--- config.mk ---
export PLATFORM = sky130hd
export DESIGN_NAME = mips_instr_encoder_flat
export DESIGN_NICKNAME = d
export VERILOG_FILES = /design/src/rtl/mips_instr_encoder_if.sv /design/src/rtl/mips_instr_encoder.sv /design/src/flat_wrapper.sv
export SDC_FILE = /design/constraint.sdc
export NUM_CORES = 1
export LEC_CHECK = 0
export CORE_MARGIN = 5
export CORE_UTILIZATION = 29
export CTS_BUF_LIST = sky130_fd_sc_hd__clkbuf_2 sky130_fd_sc_hd__clkbuf_4 sky130_fd_sc_hd__clkbuf_8
export CTS_CLUSTER_SIZE = 28
export DETAILED_ROUTE_END_ITERATION = 16
export GPL_ROUTABILITY_DRIVEN = 0
export PLACE_DENSITY_LB_ADDON = 0.25
export SLEW_MARGIN = 10
export SYNTH_ARGS = -nofsm -noshare
export SYNTH_HDL_FRONTEND = slang
export SYNTH_SLANG_ARGS = --single-unit
--- constraint.sdc ---
create_clock -name clk -period 10.7 [get_ports clk]
set_input_delay 2.14 -clock clk [delete_from_list [all_inputs] [get_ports clk]]
set_output_delay 2.14 -clock clk [all_outputs]
set_load 0.01 [all_outputs]
--- src/rtl/mips_instr_encoder_if.sv ---
// Request/response bundle for the MIPS instruction encoder.
// The master drives the field request and consumes encoded words.
// The slave (the encoder) accepts requests and presents encoded words.
interface mips_instr_encoder_if;
    logic        in_valid;
    logic        in_ready;
    logic [1:0]  in_fmt;
    logic [5:0]  in_opcode;
    logic [5:0]  in_funct;
    logic [4:0]  in_rs;
    logic [4:0]  in_rt;
    logic [4:0]  in_rd;
    logic [4:0]  in_shamt;
    logic [15:0] in_imm;
    logic [25:0] in_target;
    logic        out_valid;
    logic        out_ready;
    logic [31:0] out_instr;
    logic [31:0] out_addr;
    logic        err_illegal;

    modport master (
        output in_valid, in_fmt, in_opcode, in_funct, in_rs, in_rt, in_rd,
               in_shamt, in_imm, in_target, out_ready,
        input  in_ready, out_valid, out_instr, out_addr, err_illegal
    );

    modport slave (
        input  in_valid, in_fmt, in_opcode, in_funct, in_rs, in_rt, in_rd,
               in_shamt, in_imm, in_target, out_ready,
        output in_ready, out_valid, out_instr, out_addr, err_illegal
    );
endinterface

--- src/rtl/mips_instr_encoder.sv ---
// MIPS instruction encoder: packs R/I/J field requests into 32-bit words,
// tags each with a sequential address and queues them in a DEPTH-entry FIFO.
// An accepted request first lands in a one-entry staging register and is
// written to the FIFO on the following edge, so there is no bypass path.
// count_q tracks total occupancy (staged + stored) so in_ready reserves room
// for the staged word.
// Optional feature: define MIPS_ENC_FIELD_CHECK_EN to drop requests with an
// illegal format/opcode combination and pulse err_illegal for each drop.
// DEPTH must be a power of two and at least 2.
module mips_instr_encoder #(
    parameter int          DEPTH     = 4,
    parameter logic [31:0] BASE_ADDR = 32'h0040_0000
) (
    input  logic                  clk,
    input  logic                  rst,
    input  logic                  clr,
    mips_instr_encoder_if.slave   bus
);
    localparam int AW = $clog2(DEPTH);
    localparam int CW = AW + 1;
    localparam logic [CW-1:0] FULL = CW'(DEPTH);

    logic [CW-1:0] count_q, count_d;
    logic [AW-1:0] wr_ptr_q, wr_ptr_d;
    logic [AW-1:0] rd_ptr_q, rd_ptr_d;
    logic [31:0]   addr_q, addr_d;
    logic          pend_v_q, pend_v_d;
    logic [31:0]   pend_instr_q, pend_instr_d;
    logic [31:0]   pend_addr_q, pend_addr_d;
    logic          out_valid_q, out_valid_d;
    logic          in_ready_q, in_ready_d;
    logic          err_q, err_d;

    logic [31:0]   mem_instr [DEPTH];
    logic [31:0]   mem_addr  [DEPTH];

    logic [31:0]   enc_word;
    logic          legal;
    logic          acc;
    logic          push;
    logic          pop;
    logic          mem_we;

    // Field packing; format 3 falls back to the R layout
    always_comb begin
        enc_word = '0;
        unique case (bus.in_fmt)
            2'd1:    enc_word = {bus.in_opcode, bus.in_rs, bus.in_rt, bus.in_imm};
            2'd2:    enc_word = {bus.in_opcode, bus.in_target};
            default: enc_word = {bus.in_opcode, bus.in_rs, bus.in_rt, bus.in_rd,
                                 bus.in_shamt, bus.in_funct};
        endcase
    end

    // Legality of the request's format/opcode pair
    always_comb begin
`ifdef MIPS_ENC_FIELD_CHECK_EN
        legal = 1'b0;
        unique case (bus.in_fmt)
            2'd0:    legal = (bus.in_opcode == 6'd0);
            2'd1:    legal = !(bus.in_opcode == 6'd0 || bus.in_opcode == 6'd2 ||
                               bus.in_opcode == 6'd3);
            2'd2:    legal = (bus.in_opcode == 6'd2 || bus.in_opcode == 6'd3);
            default: legal = 1'b0;
        endcase
`else
        legal = 1'b1;
`endif
    end

    // Next-state for occupancy, pointers, address counter and staging register
    always_comb begin
        acc          = bus.in_valid && in_ready_q;
        push         = acc && legal && !clr;
        pop          = bus.out_ready && out_valid_q && !clr;
        mem_we       = pend_v_q && !clr;
        count_d      = count_q;
        wr_ptr_d     = wr_ptr_q;
        rd_ptr_d     = rd_ptr_q;
        addr_d       = addr_q;
        pend_v_d     = 1'b0;
        pend_instr_d = pend_instr_q;
        pend_addr_d  = pend_addr_q;
        out_valid_d  = 1'b0;
        in_ready_d   = 1'b0;
        err_d        = 1'b0;
        if (clr) begin
            count_d  = '0;
            wr_ptr_d = '0;
            rd_ptr_d = '0;
            addr_d   = BASE_ADDR;
        end else begin
            count_d = count_q + CW'(push) - CW'(pop);
            if (mem_we) wr_ptr_d = wr_ptr_q + 1'b1;
            if (pop)    rd_ptr_d = rd_ptr_q + 1'b1;
            if (push) begin
                addr_d       = addr_q + 32'd4;
                pend_instr_d = enc_word;
                pend_addr_d  = addr_q;
            end
            pend_v_d    = push;
            // Visible words exclude the one sitting in the staging register
            out_valid_d = (count_d != CW'(pend_v_d));
            in_ready_d  = (count_d != FULL);
`ifdef MIPS_ENC_FIELD_CHECK_EN
            err_d       = acc && !legal;
`endif
        end
    end

    // Control state with asynchronous reset
    always_ff @(posedge clk or posedge rst) begin
        if (rst) begin
            count_q      <= '0;
            wr_ptr_q     <= '0;
            rd_ptr_q     <= '0;
            addr_q       <= BASE_ADDR;
            pend_v_q     <= 1'b0;
            pend_instr_q <= '0;
            pend_addr_q  <= '0;
            out_valid_q  <= 1'b0;
            in_ready_q   <= 1'b0;
            err_q        <= 1'b0;
        end else begin
            count_q      <= count_d;
            wr_ptr_q     <= wr_ptr_d;
            rd_ptr_q     <= rd_ptr_d;
            addr_q       <= addr_d;
            pend_v_q     <= pend_v_d;
            pend_instr_q <= pend_instr_d;
            pend_addr_q  <= pend_addr_d;
            out_valid_q  <= out_valid_d;
            in_ready_q   <= in_ready_d;
            err_q        <= err_d;
        end
    end

    // FIFO storage; contents need no reset because occupancy gates visibility
    always_ff @(posedge clk) begin
        if (mem_we) begin
            mem_instr[wr_ptr_q] <= pend_instr_q;
            mem_addr[wr_ptr_q]  <= pend_addr_q;
        end
    end

    // Outputs; an empty FIFO shows a zero word and the next address
    always_comb begin
        bus.in_ready    = in_ready_q;
        bus.out_valid   = out_valid_q;
        bus.err_illegal = err_q;
        bus.out_instr   = out_valid_q ? mem_instr[rd_ptr_q] : 32'h0;
        bus.out_addr    = out_valid_q ? mem_addr[rd_ptr_q]  : addr_q;
    end
endmodule

--- src/flat_wrapper.sv ---
// flat-port wrapper written by rule: the top's interface ports become plain ports
module mips_instr_encoder_flat 
#(
    parameter int          DEPTH     = 4,
    parameter logic [31:0] BASE_ADDR = 32'h0040_0000
)
  (clk, rst, clr, bus_in_valid, bus_in_fmt, bus_in_opcode, bus_in_funct, bus_in_rs, bus_in_rt, bus_in_rd, bus_in_shamt, bus_in_imm, bus_in_target, bus_out_ready, bus_in_ready, bus_out_valid, bus_out_instr, bus_out_addr, bus_err_illegal);
  mips_instr_encoder_if bus_i ();
  input  logic clk;
  input  logic rst;
  input  logic clr;
  input wire logic [$bits(bus_i.in_valid)-1:0] bus_in_valid;
  input wire logic [$bits(bus_i.in_fmt)-1:0] bus_in_fmt;
  input wire logic [$bits(bus_i.in_opcode)-1:0] bus_in_opcode;
  input wire logic [$bits(bus_i.in_funct)-1:0] bus_in_funct;
  input wire logic [$bits(bus_i.in_rs)-1:0] bus_in_rs;
  input wire logic [$bits(bus_i.in_rt)-1:0] bus_in_rt;
  input wire logic [$bits(bus_i.in_rd)-1:0] bus_in_rd;
  input wire logic [$bits(bus_i.in_shamt)-1:0] bus_in_shamt;
  input wire logic [$bits(bus_i.in_imm)-1:0] bus_in_imm;
  input wire logic [$bits(bus_i.in_target)-1:0] bus_in_target;
  input wire logic [$bits(bus_i.out_ready)-1:0] bus_out_ready;
  output wire logic [$bits(bus_i.in_ready)-1:0] bus_in_ready;
  output wire logic [$bits(bus_i.out_valid)-1:0] bus_out_valid;
  output wire logic [$bits(bus_i.out_instr)-1:0] bus_out_instr;
  output wire logic [$bits(bus_i.out_addr)-1:0] bus_out_addr;
  output wire logic [$bits(bus_i.err_illegal)-1:0] bus_err_illegal;
  assign bus_i.in_valid = bus_in_valid;
  assign bus_i.in_fmt = bus_in_fmt;
  assign bus_i.in_opcode = bus_in_opcode;
  assign bus_i.in_funct = bus_in_funct;
  assign bus_i.in_rs = bus_in_rs;
  assign bus_i.in_rt = bus_in_rt;
  assign bus_i.in_rd = bus_in_rd;
  assign bus_i.in_shamt = bus_in_shamt;
  assign bus_i.in_imm = bus_in_imm;
  assign bus_i.in_target = bus_in_target;
  assign bus_i.out_ready = bus_out_ready;
  assign bus_in_ready = bus_i.in_ready;
  assign bus_out_valid = bus_i.out_valid;
  assign bus_out_instr = bus_i.out_instr;
  assign bus_out_addr = bus_i.out_addr;
  assign bus_err_illegal = bus_i.err_illegal;
  mips_instr_encoder #(.DEPTH(DEPTH), .BASE_ADDR(BASE_ADDR)) u_core (.clk(clk), .rst(rst), .clr(clr), .bus(bus_i));
endmodule
==> flow_summary_export.csv, run 1 <==
group,metric,value,unit
status,status,"complete, no violations",
timing,rsz0062_at_grt,"false",
worst_setup_path,worstPathArrival,3.63,ns
timing,finalCritPeriodShare,0.5396,
detailed_routing,drt-pass1-iter-count,4,
clock_network,cts-root-buf,"clkbuf_8",
synthesis,yosysSeqAreaShare,0.6986,
finish,final_area,17630,um^2
synthesis,ys_warn_count,0,
timing,fmax,173.2,MHz
die,core_area,48850,um^2
timing,clock_skew,0.02374,ns
finish,num-nets-final,1133,
global_route,grt_use_total,0.1249,
global_route,grt_pass1_wl,52120,um
power,max-vdd-ir-drop,0.00009648,V
timing,slew_viol_final,0,
detailed_routing,m1WireLength,14800,um
worst_setup_path,critical_path_class,"reg2out",
timing,finalHoldViolCount,0,
die,start_util,0.2931,
detailed_routing,dr_wl_met3,1507,um
synthesis,synth_cell_types,42,
clock_network,clk_pin_slew,0.06,ns
worst_setup_path,required,8.56,ns
clock_network,post_cts_resized,0,
detailed_routing,wl_per_cell,19.38,um
global_route,antenna_found_initial,1,
timing,setup-tns-final,0,ns
timing,slew_headroom,0.2750,
global_route,overflow,0,
power,p_leak,6.126,nW
die,die_w,232.2,um
die,rows,81,
detailed_routing,vias_per_cell,4.592,
global_route,grt_max_degree,67,
detailed_routing,routed-wl-met2,16900,um
min_path,hp-class,"reg2reg",
die,dieArea,53910,um^2
synthesis,syn_avg_cell_area,16.21,um^2
clock_network,numCtsBuffers,57,
worst_setup_path,worstPathMaxFanout,39,
synthesis,synth_area,14320,um^2
detailed_routing,num_vias,8046,
placement,io_buffers,144,
clock_network,cts_tree,"yes",
clock_network,htreeDepth,2,
clock_network,clock-sinks,350,
die,die_height,232.2,um
detailed_routing,postRouteAntennaNets,0,
detailed_routing,routed_wl,33960,um
clock_network,postCtsSetupRepairBufs,0,
finish,syn_to_final_growth,23.12,%
detailed_routing,highest_layer,"met4",
detailed_routing,drtIter0Drc,495,
timing,fin_crit,5.774,ns
placement,dpl-instance-area,16430,um^2
die,pin_count,148,
clock_network,insertion_delay,0.60,ns
power,power_density,194.8,nW/um^2
synthesis,ys_ff_latch,350,
placement,hpwl,20470,um
detailed_routing,drc,0,
clock_network,clock_path_buffers,3,
job,max_cap_viol_count,0,
worst_setup_path,cp-end-kind,"primary output",
timing,setup_viol,0,
global_route,grt_pass1_vias,8580,
timing,tightest_slew,1.088,ns
worst_setup_path,critPathLaunchType,"flop",
finish,drive_gt1_frac,0.2236,
synthesis,syn_inst,883,
clock_network,cts_hold_buf,0,
## flip-flops by register name (all words and copies together), names as in the netlist
name,cells
u_core.addr_q,30
u_core.bus.in_ready,1
u_core.pend_addr_q,30
u_core.count_q,3
u_core.bus.out_valid,1
u_core.mem_instr,128
u_core.mem_addr,120
u_core.wr_ptr_q,2
u_core.pend_instr_q,32
u_core.pend_v_q,1
u_core.rd_ptr_q,2
## cell usage after synthesis (all sizes together)
cell type    n  area share
edfxtp     248        0.52
dfrtp      101        0.18
nand2       68       0.018
mux4        62       0.098
mux2        58       0.046
nor2        43       0.011
and2        37       0.016
clkbuf      37      0.0097
o21ai       36       0.013
a21oi       27      0.0094
a22oi       26       0.014
buf         21      0.0080
inv         16      0.0042
nor4        12      0.0052
nand3       11      0.0047
xnor2       11      0.0067
ha          10      0.0087
nor2b       10      0.0044
o31ai        8      0.0042
or4          8      0.0042
nand4        7      0.0031
or3          5      0.0026
xor2         5      0.0031
and4         3      0.0018
and3         2     0.00087
nor3         2     0.00070
or2          2     0.00087
a31oi        1     0.00044
conb         1     0.00026
dfstp        1      0.0018
fa           1      0.0014
mux2i        1     0.00070
nor3b        1     0.00052
o31a         1     0.00070
## worst paths after layout
check	startpoint	endpoint	slack (ns)	cells after the start
worst max-delay path	u_core.rd_ptr_q[0]$_DFFE_PP0P_	bus_out_addr[8]	4.93	4
worst min register to register	u_core.pend_addr_q[30]$_DFFE_PP0P_	u_core.mem_addr[3][30]$_DFFE_PP_	0.51	0
min in group asynchronous	rst	u_core.pend_instr_q[5]$_DFFE_PP0P_	2.03	2
worst max register to register	u_core.bus.in_ready$_DFF_PP0_	u_core.bus.in_ready$_DFF_PP0_	7.59	10
worst min-delay path	u_core.pend_addr_q[30]$_DFFE_PP0P_	u_core.mem_addr[3][30]$_DFFE_PP_	0.51	0
max in group asynchronous	rst	u_core.rd_ptr_q[0]$_DFFE_PP0P_	7.35	3
## metal layers
metal | GRT usage | vias to the layer above
li1 | - | 3688
met1 | 0.1630 | 4164
met2 | 0.2114 | 142
met3 | 0.02543 | 52
met4 | 0.03785 | 0
met5 | 0 | -
## critical path, stage by stage, from the launching register on
cell and delay (ns):
dfrtp_4 0.81, buf_4 0.78, mux4_2 0.59, mux2_2 0.33, clkdlybuf4s50_1 0.50
## logic make-up (layout without fill, tap and decap cells)
kind of cell	count (synthesis)	count (layout)	synth area share
other	1	4	0.0002619
buffers and inverters	74	276	0.02194
xor gates and xnor gates	16	16	0.009788
AOI/OAI and AO/OA	99	99	0.04099
adders and majority gates	11	11	0.01014
DFF	350	350	0.6986
muxes	121	121	0.1439
and+or+nand+nor	211	211	0.07446
## stage by stage
step | hold slack, ns | util | power (mW) | setup WS, ns | std cells
after global placement | 0.4871 | 0.3364 | 2.279 | 5.372 | 1646
after floorplan | 0.4709 | - | 2.013 | 5.886 | 885
after CTS | 0.5043 | 0.3608 | 3.494 | 4.746 | 1751
after detailed placement | 0.5045 | 0.3364 | 2.288 | 5.357 | 1646
after global routing | 0.5252 | 0.3608 | 3.603 | 4.612 | 1752
final | 0.5116 | 0.3608 | 3.433 | 4.926 | 1752
## layout by cell type, fill, tap and decap left out, drive strengths merged, types with 2 or more instances in the layout
| cell | synthesis | routed |
|---|---|---|
| edfxtp | 248 | 248 |
| clkdlybuf4s50 | 0 | 143 |
| dfrtp | 101 | 101 |
| clkbuf | 37 | 83 |
| nand2 | 68 | 68 |
| mux4 | 62 | 62 |
| mux2 | 58 | 58 |
| nor2 | 43 | 43 |
| and2 | 37 | 37 |
| o21ai | 36 | 36 |
| a21oi | 27 | 27 |
| a22oi | 26 | 26 |
| inv | 16 | 18 |
| clkinv | 0 | 17 |
| nor4 | 12 | 12 |
| buf | 21 | 12 |
| xnor2 | 11 | 11 |
| nand3 | 11 | 11 |
| nor2b | 10 | 10 |
| ha | 10 | 10 |
| o31ai | 8 | 8 |
| or4 | 8 | 8 |
| nand4 | 7 | 7 |
| xor2 | 5 | 5 |
| or3 | 5 | 5 |
| and4 | 3 | 3 |
| conb | 1 | 3 |
| or2 | 2 | 2 |
| nor3 | 2 | 2 |
| and3 | 2 | 2 |
| bufinv | 0 | 2 |
## power by group
| group | total [mW] | internal (mW) | leakage [nW] | switching [mW] |
|---|---|---|---|---|
| logic | 0.511 | 0.275 | 1.91 | 0.236 |
| registers | 1.73 | 1.62 | 3.58 | 0.117 |
| clock network | 1.19 | 0.667 | 0.635 | 0.522 |
| total | 3.43 | 2.56 | 6.13 | 0.875 |
## cell type report
| cell class | instances | area [um^2] |
|---|---|---|
| inverters | 16 | 62.56 |
| flip-flops and latches | 350 | 10010 |
| well taps | 664 | 830.8 |
| clock inverters | 22 | 160.2 |
| repair buffers | 155 | 1519 |
| multi-input cells | 461 | 4014 |
| diodes | 1 | 2.502 |
| clock buffers | 83 | 1030 |
| fillers | 4656 | 31220 |
No activity file was read; power rests on OpenSTA's default activity.
==> inputs of run 2 (changes only) <==
==> constraint.sdc (replaced) <==
create_clock -name clk -period 4.9 [get_ports clk]
set_input_delay 0.98 -clock clk [delete_from_list [all_inputs] [get_ports clk]]
set_output_delay 0.98 -clock clk [all_outputs]
set_load 0.01 [all_outputs]
==> flow_summary_export.csv, run 2 (synthesis results as in run 1) <==
group,metric,value,unit
status,status,"complete, no violations",
detailed_routing,num_vias,7994,
finish,syn_to_final_growth,24.11,%
die,pin_count,148,
detailed_routing,postRouteAntennaNets,0,
die,dieArea,53910,um^2
detailed_routing,wl_per_cell,19.13,um
detailed_routing,vias_per_cell,4.545,
finish,final_common_cell,"edfxtp_1",
worst_setup_path,reg2reg_from,"u_core.bus.out_valid$_DFF_PP0_",
worst_setup_path,startpoint,"u_core.rd_ptr_q[0]$_DFFE_PP0P_",
power,power_density,425.3,nW/um^2
clock_network,numCtsBuffers,56,
finish,fillers,4673,
finish,regMostFlops,"u_core.mem_instr",
clock_network,clk_pin_slew,0.07,ns
die,core_area,48850,um^2
die,die_height,232.2,um
timing,clock_skew,0.02557,ns
power,seq_power_share,0.500,
clock_network,postCtsSetupRepairBufs,0,
timing,slew_headroom,0.3699,
detailed_routing,highest_layer,"met4",
finish,drive_gt1_frac,0.2301,
clock_network,cts_hold_buf,0,
timing,finalHoldViolCount,0,
detailed_routing,drt-pass1-iter-count,4,
detailed_routing,m1WireLength,14830,um
worst_setup_path,critical_path_class,"reg2out",
power,combPwrFrac,0.151,
global_route,overflow,0,
die,rows,81,
timing,rsz0062_at_grt,"false",
power,p_clk_frac,0.349,
clock_network,insertion_delay,0.60,ns
finish,antennaDiodeCount,0,
timing,fin_ws,0.8725,ns
finish,largest_register_ffs,128,
global_route,antenna_found_initial,0,
finish,num-nets-final,1139,
power,switchingPower,1.916,mW
die,start_util,0.2931,
clock_network,cts_tree,"yes",
worst_setup_path,required,3.92,ns
timing,fin_crit,4.027,ns
clock_network,clock_path_buffers,3,
finish,largest_registers,"u_core.mem_instr x128, u_core.mem_addr x120, u_core.pend_instr_q x32",
global_route,grt_use_total,0.1261,
min_path,hp-start,"u_core.pend_addr_q[29]$_DFFE_PP0P_",
worst_setup_path,cp-end-kind,"primary output",
timing,fmax,248.3,MHz
worst_setup_path,worstPathMaxFanout,24,
timing,holdWs,0.4998,ns
timing,tightest_slew,0.9451,ns
clock_network,clock-sinks,350,
worst_setup_path,worstPathArrival,3.05,ns
finish,final_cell_mix,"edfxtp_1 (248), clkdlybuf4s50_1 (143), dfrtp_1 (98)",
timing,slew_viol_final,0,
timing,setup-tns-final,0,ns
power,swShare,0.2535,
timing,finalCritPeriodShare,0.8219,
clock_network,cts-root-buf,"clkbuf_8",
job,max_cap_viol_count,0,
placement,hpwl,20730,um
placement,io_buffers,144,
detailed_routing,dr_wl_met3,1187,um
global_route,grt_max_degree,82,
detailed_routing,routed-wl-met2,16990,um
power,max-vdd-ir-drop,0.0001657,V
die,die_w,232.2,um
detailed_routing,drc,0,
detailed_routing,drtIter0Drc,578,
timing,setup_viol,0,
placement,dp_slack,1.405,ns
power,p_leak,6.190,nW
clock_network,htreeDepth,2,
worst_setup_path,critPathLaunchType,"flop",
clock_network,post_cts_resized,0,
global_route,grt_pass1_vias,8590,
power,internal_power,5.641,mW
detailed_routing,routed_wl,33660,um
global_route,grt_pass1_wl,52770,um
min_path,hp-class,"reg2reg",
run 2: stage by stage:
stage	area, um^2	utilization	cells	power [mW]
6_report	17770	0.3637	1759	7.556
5_1_grt	17770	0.3637	1759	7.964
4_1_cts	17770	0.3637	1759	7.705
3_5_place_dp	16550	0.3388	1653	5.017
3_3_place_gp	16550	0.3388	1653	4.999
2_1_floorplan	14320	-	885	4.396
run 2: final cells by class:
type                            instances  area, um^2  share of cell area
Inverter                               16       62.56            0.003521
Timing Repair Buffer                  162        1634             0.09197
Clock buffer                           88        1067             0.06007
Sequential cell                       350       10010              0.5632
Clock inverter                         18       152.6            0.008591
Tap cell                              664       830.8             0.04676
Multi-Input combinational cell        461        4014              0.2259
run 2: worst paths after layout:
kind	endpoint	slack, ns	cells past startpoint
max reg2reg	u_core.bus.in_ready$_DFF_PP0_	2.05	12
min in group asynchronous	u_core.pend_instr_q[5]$_DFFE_PP0P_	0.77	2
min	u_core.mem_addr[2][29]$_DFFE_PP_	0.50	0
max	bus_out_addr[18]	0.87	4
max in group asynchronous	u_core.pend_instr_q[12]$_DFFE_PP0P_	3.26	3
min reg2reg	u_core.mem_addr[2][29]$_DFFE_PP_	0.50	0
run 2: power by group through the flow:
stage / Sequential, mW / Clock, mW / Combinational (mW)
finish: 3.77 / 2.64 / 1.14
global route: 3.82 / 2.88 / 1.26
CTS: 3.79 / 2.74 / 1.18
detailed placement: 3.84 / 0 / 1.17
global placement: 3.83 / 0 / 1.17
floorplan: 3.72 / 0 / 0.676
run 2: layer usage:
metal | vias to the layer above | track usage
met2 | 137 | 0.2166
met1 | 4110 | 0.1661
met5 | - | 0
li1 | 3699 | -
met4 | 0 | 0.03268
met3 | 48 | 0.02262
run 2: critical path: stages, from the launching register on:
cell,delay (ns)
dfrtp_4,0.75
buf_4,0.37
mux4_2,0.54
mux2_2,0.28
clkdlybuf4s50_1,0.49
==> inputs of run 3 (changes only) <==
==> constraint.sdc (replaced) <==
create_clock -name clk -period 3.8 [get_ports clk]
set_input_delay 0.76 -clock clk [delete_from_list [all_inputs] [get_ports clk]]
set_output_delay 0.76 -clock clk [all_outputs]
set_load 0.01 [all_outputs]
==> flow_summary_export.csv, run 3 (synthesis results as in run 1) <==
group,metric,value,unit
finish,drive_gt1_frac,0.2364,
power,max-vdd-ir-drop,0.0002309,V
worst_setup_path,required,3.04,ns
clock_network,cts_tree,"yes",
timing,slew_viol_final,0,
global_route,grt_max_degree,88,
timing,setup-tns-final,0,ns
timing,tightest_slew,1.049,ns
clock_network,postCtsSetupRepairBufs,0,
die,start_util,0.2931,
die,pin_count,148,
detailed_routing,drc,0,
power,p_leak,6.244,nW
min_path,hold_path_depth,0,
clock_network,htreeDepth,2,
placement,dp.cells,1658,
status,status,"complete, no violations",
detailed_routing,num_vias,8079,
worst_setup_path,critical_path_class,"reg2out",
min_path,hp-class,"reg2reg",
power,power_density,546.2,nW/um^2
timing,setup_viol,0,
detailed_routing,drtIter0Drc,476,
timing,rsz0062_at_grt,"false",
worst_setup_path,critPathLaunchType,"flop",
placement,io_buffers,144,
worst_setup_path,cp_slowest_cell,"dfrtp_4",
detailed_routing,drt-pass1-iter-count,4,
timing,slew_headroom,0.3007,
worst_setup_path,max_stage_delay,0.58,ns
finish,largest_registers,"u_core.mem_instr x128, u_core.mem_addr x120, u_core.pend_instr_q x32",
finish,final_common_cell,"edfxtp_1",
timing,fin_crit,3.544,ns
detailed_routing,vias_per_cell,4.577,
die,dieArea,53910,um^2
worst_setup_path,reg2regPathDepth,11,
job,max_cap_viol_count,0,
clock_network,clock_path_buffers,3,
die,core_area,48850,um^2
finish,num-nets-final,1144,
detailed_routing,routed_wl,34020,um
die,die_w,232.2,um
global_route,grt_pass1_vias,8738,
timing,fmax,282.2,MHz
detailed_routing,postRouteAntennaNets,0,
global_route,grt_use_total,0.1257,
clock_network,clock-sinks,350,
global_route,grt_pass1_wl,52540,um
timing,clock_skew,0.01693,ns
timing,holdWs,0.5072,ns
finish,largest_register_ffs,128,
clock_network,numCtsBuffers,56,
worst_setup_path,crit_chain,"buf_4 > mux4_2 > mux2_2 > clkdlybuf4s50_1",
timing,finalHoldViolCount,0,
clock_network,post_cts_resized,0,
clock_network,cts_hold_buf,0,
die,die_height,232.2,um
clock_network,cts-root-buf,"clkbuf_8",
die,rows,81,
finish,stdcell_count,1765,
clock_network,insertion_delay,0.59,ns
worst_setup_path,worstPathMaxFanout,11,
finish,syn_to_final_growth,25.11,%
global_route,overflow,0,
clock_network,clk_pin_slew,0.06,ns
finish,final_cell_mix,"edfxtp_1 (248), clkdlybuf4s50_1 (143), dfrtp_1 (98)",
placement,hpwl,20820,um
timing,finalCritPeriodShare,0.9326,
finish,regMostFlops,"u_core.mem_instr",
worst_setup_path,worstPathArrival,2.78,ns
detailed_routing,wl_per_cell,19.28,um
worst_setup_path,cp-end-kind,"primary output",
global_route,antenna_found_initial,1,
run 3: power by group:
group          internal, mW  total, mW  switching [mW]
Sequential             4.55       4.85           0.299
Combinational         0.827       1.53           0.704
Clock                  1.95       3.40            1.45
run 3: cell type report:
| class | instances | area [um^2] |
|---|---|---|
| antenna | 1 | 2.502 |
| clock buffer | 94 | 1137 |
| clock inverter | 12 | 85.08 |
| fill | 4650 | 30940 |
| inverter | 16 | 62.56 |
| multi-input combinational | 461 | 4014 |
| sequential | 350 | 10010 |
| tap | 664 | 830.8 |
| timing repair buffer | 167 | 1772 |
run 3: routing by layer:
layer	GRT usage	vias to the layer above	share of wire
met4	0.03711	0	0.020
met2	0.2174	143	0.51
met3	0.02164	46	0.033
met1	0.1630	4183	0.44
met5	0	-	0
li1	-	3707	-
run 3: critical path: cells and delay by family (launching register included):
family	cells	cell delay [ns]
muxes	2	0.83
DFF	1	0.58
buffers and inverters	2	0.78
run 3: worst paths after layout:
path | startpoint | endpoint | slack (ns)
worst min register to register | u_core.pend_instr_q[25]$_DFFE_PP0P_ | u_core.mem_instr[1][25]$_DFFE_PP_ | 0.51
worst max register to register | u_core.bus.out_valid$_DFF_PP0_ | u_core.bus.in_ready$_DFF_PP0_ | 1.24
min in group asynchronous | rst | u_core.pend_instr_q[4]$_DFFE_PP0P_ | 0.60
worst max-delay path | u_core.rd_ptr_q[0]$_DFFE_PP0P_ | bus_out_addr[13] | 0.26
worst min-delay path | u_core.pend_instr_q[25]$_DFFE_PP0P_ | u_core.mem_instr[1][25]$_DFFE_PP_ | 0.51
max in group asynchronous | rst | u_core.rd_ptr_q[0]$_DFFE_PP0P_ | 2.45
run 3: metrics by stage:
step	utilization	setup slack (ns)	power [mW]	instance area, um^2
after global placement	0.3416	0.6271	6.481	16690
after CTS	0.3666	0.1565	9.961	17910
after floorplan	-	0.3662	5.668	14320
after detailed placement	0.3416	0.6062	6.506	16690
final	0.3667	0.2562	9.784	17910
after global routing	0.3667	0.09048	10.26	17910
